**config.mk**
```make
export PLATFORM = sky130hd
export DESIGN_NAME = game_sequencer
export DESIGN_NICKNAME = d
export VERILOG_FILES = /design/src/rtl/game_sequencer.sv
export SDC_FILE = /design/constraint.sdc
export NUM_CORES = 1
export LEC_CHECK = 0
export ABC_AREA = 1
export CORE_UTILIZATION = 51
export DETAILED_ROUTE_END_ITERATION = 6
export GPL_TIMING_DRIVEN = 0
export PLACE_DENSITY = 0.85
export SYNTH_ARGS = -nofsm -noshare
export SYNTH_HDL_FRONTEND = slang
export SYNTH_SLANG_ARGS = --single-unit
```
**constraint.sdc**
```tcl
create_clock -name Clk100M -period 2.04 [get_ports Clk100M]
set_input_delay 0.612 -clock Clk100M [delete_from_list [all_inputs] [get_ports Clk100M]]
set_output_delay 0.612 -clock Clk100M [all_outputs]
set_load 0.03 [all_outputs]
```
**src/rtl/game_sequencer.sv**
```systemverilog
// game_sequencer: level/phase timer for a multi-player counting game.
// In: Clk100M, reset (sync, active-low), tick1Hz, start, userUp/userDown
// per player, magicCount. Out: phase, curLevel, secsLeft, genStart/genStop,
// userCount (packed per player), alive, levelDone, win, lose (all registered).
module game_sequencer #(
  parameter int NUM_PLAYERS = 2,
  parameter int COUNT_W     = 8,
  parameter int LEVEL_W     = 4,
  parameter int MAX_LEVEL   = 9,
  parameter int PRELIM_SECS = 3,
  parameter int GAME_SECS   = 10,
  parameter int ANSWER_SECS = 5,
  parameter int POST_SECS   = 3,
  parameter int TOLERANCE   = 0
) (
  input  logic                           Clk100M,
  input  logic                           reset,
  input  logic                           tick1Hz,
  input  logic                           start,
  input  logic [NUM_PLAYERS-1:0]         userUp,
  input  logic [NUM_PLAYERS-1:0]         userDown,
  input  logic [COUNT_W-1:0]             magicCount,
  output logic [2:0]                     phase,
  output logic [LEVEL_W-1:0]             curLevel,
  output logic [7:0]                     secsLeft,
  output logic                           genStart,
  output logic                           genStop,
  output logic [NUM_PLAYERS*COUNT_W-1:0] userCount,
  output logic [NUM_PLAYERS-1:0]         alive,
  output logic                           levelDone,
  output logic                           win,
  output logic                           lose
);

  typedef enum logic [2:0] {
    IDLE   = 3'd0,
    PRELIM = 3'd1,
    GAME   = 3'd2,
    ANSWER = 3'd3,
    POST   = 3'd4,
    OVER   = 3'd5
  } stateT;

  localparam logic [7:0] prelimS = 8'(PRELIM_SECS);
  localparam logic [7:0] gameS   = 8'(GAME_SECS);
  localparam logic [7:0] answerS = 8'(ANSWER_SECS);
  localparam logic [7:0] postS   = 8'(POST_SECS);
  localparam logic [COUNT_W:0] tol = (COUNT_W+1)'(TOLERANCE);
  localparam logic [LEVEL_W-1:0] lastLvl = LEVEL_W'(MAX_LEVEL);
  localparam logic [COUNT_W-1:0] cntMax = '1;

  stateT state;
  logic [COUNT_W-1:0] magicLatch;
  logic timed;
  logic expire;

  assign phase  = state;
  assign timed  = (state == PRELIM) || (state == GAME) ||
                  (state == ANSWER) || (state == POST);
  assign expire = timed && tick1Hz && (secsLeft == 8'd1);

  function automatic logic [COUNT_W-1:0] stepCount(
    input logic [COUNT_W-1:0] c,
    input logic               u,
    input logic               d
  );
    logic [COUNT_W-1:0] r;
    r = c;
    if (u && !d && c != cntMax)
      r = c + COUNT_W'(1);
    else if (d && !u && c != '0)
      r = c - COUNT_W'(1);
    return r;
  endfunction

  // Distance taken one bit wider so the unsigned subtract cannot wrap.
  function automatic logic missed(
    input logic [COUNT_W-1:0] c,
    input logic [COUNT_W-1:0] m
  );
    logic [COUNT_W:0] a;
    logic [COUNT_W:0] b;
    logic [COUNT_W:0] diff;
    a    = {1'b0, c};
    b    = {1'b0, m};
    diff = (a >= b) ? a - b : b - a;
    return diff > tol;
  endfunction

  always_ff @(posedge Clk100M) begin
    if (!reset) begin
      state      <= IDLE;
      curLevel   <= LEVEL_W'(1);
      secsLeft   <= '0;
      userCount  <= '0;
      alive      <= '1;
      genStart   <= 1'b0;
      genStop    <= 1'b0;
      levelDone  <= 1'b0;
      win        <= 1'b0;
      lose       <= 1'b0;
      magicLatch <= '0;
    end else begin
      genStart  <= 1'b0;
      genStop   <= 1'b0;
      levelDone <= 1'b0;
      if (genStop)
        magicLatch <= magicCount;
      if (state == GAME || state == ANSWER)
        for (int i = 0; i < NUM_PLAYERS; i++)
          if (alive[i])
            userCount[i*COUNT_W +: COUNT_W] <= stepCount(
              userCount[i*COUNT_W +: COUNT_W], userUp[i], userDown[i]);
      if (timed && tick1Hz && !expire)
        secsLeft <= secsLeft - 8'd1;
      unique case (state)
        IDLE, OVER: begin
          if (start) begin
            state     <= PRELIM;
            secsLeft  <= prelimS;
            curLevel  <= LEVEL_W'(1);
            alive     <= '1;
            win       <= 1'b0;
            lose      <= 1'b0;
            userCount <= '0;
          end
        end
        PRELIM: begin
          if (expire) begin
            state     <= GAME;
            secsLeft  <= gameS;
            genStart  <= 1'b1;
            userCount <= '0;
          end
        end
        GAME: begin
          if (expire) begin
            state    <= ANSWER;
            secsLeft <= answerS;
            genStop  <= 1'b1;
          end
        end
        ANSWER: begin
          if (expire) begin
            state    <= POST;
            secsLeft <= postS;
            for (int i = 0; i < NUM_PLAYERS; i++)
              if (missed(userCount[i*COUNT_W +: COUNT_W], magicLatch))
                alive[i] <= 1'b0;
          end
        end
        POST: begin
          if (expire) begin
            if (alive == '0) begin
              state    <= OVER;
              secsLeft <= '0;
              lose     <= 1'b1;
            end else if (curLevel == lastLvl) begin
              state    <= OVER;
              secsLeft <= '0;
              win      <= 1'b1;
            end else begin
              state     <= PRELIM;
              secsLeft  <= prelimS;
              curLevel  <= curLevel + LEVEL_W'(1);
              levelDone <= 1'b1;
            end
          end
        end
        default: state <= IDLE;
      endcase
    end
  end

endmodule

```
==> run_results.csv, run 1 <==
group,metric,value,unit
timing,fmax,497,MHz
floorplan,core_area,7850,um^2
clock_network,clock_latency,0.31,ns
global_route,grt.met1_usage,34.8,%
route,first_pass_iters,5,
floorplan,initial_utilization,53.6,%
global_route,antenna_found_initial,0,
min_path,hold_class,"register to register",
clock_network,clock-sinks,46,
synthesis,async_reset_ff_share,0,%
job,maxCapViolCount,0,
global_route,grt_overflow,0,
pwr,vdd_drop_max,1080,uV
floorplan,die_h,92.8,um
setup_path,path_class,"register to primary output",
setup_path,reg2reg_depth,15,
timing,slew_headroom,61.2,%
synthesis,syn_area,4210,um^2
synthesis,synth_edf_count,0,
clock_network,cts_hold_buf,0,
route,routedWlPerCell,15.5,um
synthesis,synth-seq-cells,46,
layout,final_cell_mix,"nand2_1 (179), inv_1 (85), nor2_1 (74), nand3_1 (46), a21oi_1 (36)",
synthesis,ys_types,37,
synthesis,seq_area_frac_synth,21.9,%
layout,nFillCells,654,
synthesis,synthCells,701,
layout,final_common_cell,"nand2_1",
setup_path,worstPathRequired,1.43,ns
global_route,grt_max_degree,15,
layout,finalInstanceArea,5570,um^2
setup_path,end_kind,"primary output",
route,drc,0,
floorplan,ios,54,
global_route,grt_usage,29.3,%
layout,num_antenna_cells,0,
timing,min_period,2.01,ns
layout,syn2layout_area_growth,32.5,%
floorplan,dieArea,8610,um^2
global_route,grt_pass1_wl,20300,um
setup_path,slowest_delay,0.69,ns
synthesis,netlist.area_leader.share,21.9,%
timing,finalHoldViolCount,0,
pwr,powerDensity,1150,nW/um^2
synthesis,synthFlopType,"dfxtp_1",
synthesis,synth_area_leaders,"dfxtp_1 (22%), nand2_1 (18%), ha_1 (12%)",
floorplan,die_w,92.8,um
global_route,grt_use_met2,52.1,%
clock_network,cts_tree,"yes",
synthesis,syn_avg_cell_area,6.00,um^2
layout,nets,833,
setup_path,crit_fanout,5,
run_status,status,"completed",
setup_path,reg2reg_from,"userCount[3]",
timing,period_share,98.6,%
clock_network,cts_buffer_depth,2,
setup_path,cp_num_buf_inv,1,
route,drt.antenna.violating_nets,0,
setup_path,rr_endpoint,"alive[0]",
layout,instances_no_fill,880,
clock_network,cts-htree-levels,2,
place,place_congestion,0.939,
clock_network,path_clk_slew,0.09,ns
global_route,grt_pass1_vias,4415,
route,via_per_inst,5.68,
synthesis,synth_fp_nets,757,
setup_path,cp-start-kind,"register",
pwr,power_leakage,0.00281,uW
synthesis,yosysWarnings,0,
setup_path,crit_start,"userCount[6]",
place,port_buffers,53,
clock_network,cts_buffers,5,
setup_path,cp.depth,1,
clock_network,cts_root_buf,"clkbuf_8",
route,vias,4997,
layout,drive_gt1_share,21.0,%
timing,clock_skew,0.0105,ns
timing,worstMarginPinSlew,0.575,ns
setup_path,cp_slowest_cell,"clkdlybuf4s50_1",
setup_path,crit_chain,"clkdlybuf4s50_1",
place,dp_hpwl,9570,um
route,drt-total-wl,13600,um
setup_path,crit_path_end,"userCount[6]",
setup_path,rrSetupSlack,0.09,ns
place,dp_cells,856,
place,dpl_cell_area,4870,um^2
synthesis,synth_top_area_cell,"dfxtp_1",
global_route,grt-busiest-layer,"met2",
timing,slew_violations,0,
setup_path,critical_path.top_delay_family,"buffers and inverters",
global_route,grt_use_met3,4.43,%
floorplan,row_count,32,
timing,setup_viol,0,
route,drtIter0Drc,266,
setup_path,cp_data_arrival_time,1.40,ns
==> through the flow <==
stage	setup TNS, ns	setup slack, ns	power [uW]	utilization [%]	hold WS (ns)
finish	0	0.0282	6390	71.0	0.492
global route	-0.0759	-0.0232	6880	71.0	0.512
CTS	0	0.00260	5840	65.2	0.491
detailed placement	-7.48	-0.447	5070	62.1	0.474
global placement	-6.67	-0.393	4980	62.1	0.461
floorplan	0	0.0136	4060	-	0.490
==> power breakdown <==
group          switching (uW)  leakage (uW)  total, uW  internal, uW
Sequential                240      0.000389       1320          1080
Combinational            2770       0.00236       4380          1610
Clock                     327     0.0000514        693           366
Total                    3340       0.00281       6390          3050
==> worst min-delay path, stage by stage, from the launching register on <==
cell     delay [ns]
dfxtp_1        0.34
inv_1          0.05
a21oi_1        0.06
==> Yosys cell counts, types with 3 or more instances <==
cell type    n
nand4_1     15
nor2_1      84
a31oi_1      7
nand3_1     50
xor2_1      11
ha_1        40
o21ai_1      7
or2_2        3
nand2_4      3
nor3_1      11
clkbuf_1     5
nand2_1    201
nor4_1       4
dfxtp_1     46
a21oi_1     45
o21a_1       3
o21ai_0     32
inv_1      104
inv_2        5
==> kinds of logic (layout without fill, tap and decap cells) <==
family	Yosys count	in the layout	share of synthesized area, %
AND/OR/NAND/NOR	380	380	38.8
buffers and inverters	118	195	10.8
AO/OA/AOI/OAI	104	104	13.9
flip-flops	46	46	21.9
adder cells (fa/ha/maj)	40	40	11.9
XOR/XNOR	13	13	2.71
==> what timing repair did <==
item | in CTS | in global routing
setup endpoints to repair | 36 | 38
setup buffers | 2 | 17
resized for setup | 58 | 110
pin swaps | 0 | 16
==> worst min-delay path by stage <==
stage                                to           from  slack (ns)  cells after the start
after floorplan           magicLatch[0]  magicLatch[0]        0.49                      2
after global placement             lose           lose        0.46                      2
after detailed placement           lose           lose        0.47                      2
after CTS                          lose           lose        0.49                      2
after global routing               lose           lose        0.51                      2
final                              lose           lose        0.49                      2
==> layout make-up <==
| type | count | area [um^2] | area share [%] |
|---|---|---|---|
| multi-input combinational | 537 | 3220 | 57.8 |
| timing repair buffer | 72 | 669 | 12.0 |
| inverter | 111 | 433 | 7.77 |
| clock buffer | 6 | 72.6 | 1.30 |
| tap | 102 | 128 | 2.29 |
| sequential | 46 | 985 | 17.7 |
| clock inverter | 2 | 37.5 | 0.673 |
| buffer | 4 | 26.3 | 0.471 |
==> registers in the layout, summed over array words and instances (netlist names) <==
name / count
genStart: 1
win: 1
genStop: 1
lose: 1
levelDone: 1
userCount: 16
curLevel: 4
phase: 3
alive: 2
secsLeft: 8
magicLatch: 8
==> routing by layer <==
layer,routed length (um),vias up
li1,-,2407
met1,5440,2292
met2,6750,243
met3,931,55
met4,522,0
met5,0,-
(Power assumes the default switching activity.)
==> run 2: changes to the inputs <==
--- a/config.mk
+++ b/config.mk
@@ -7,9 +7,11 @@
 export LEC_CHECK = 0
 export ABC_AREA = 1
 export CORE_UTILIZATION = 51
+export CTS_CLUSTER_SIZE = 30
 export DETAILED_ROUTE_END_ITERATION = 6
 export GPL_TIMING_DRIVEN = 0
 export PLACE_DENSITY = 0.85
 export SYNTH_ARGS = -nofsm -noshare
 export SYNTH_HDL_FRONTEND = slang
 export SYNTH_SLANG_ARGS = --single-unit
+export TNS_END_PERCENT = 100
==> results of run 2 <==
No change in the layout: final DEF, timing and power equal those of run 1.
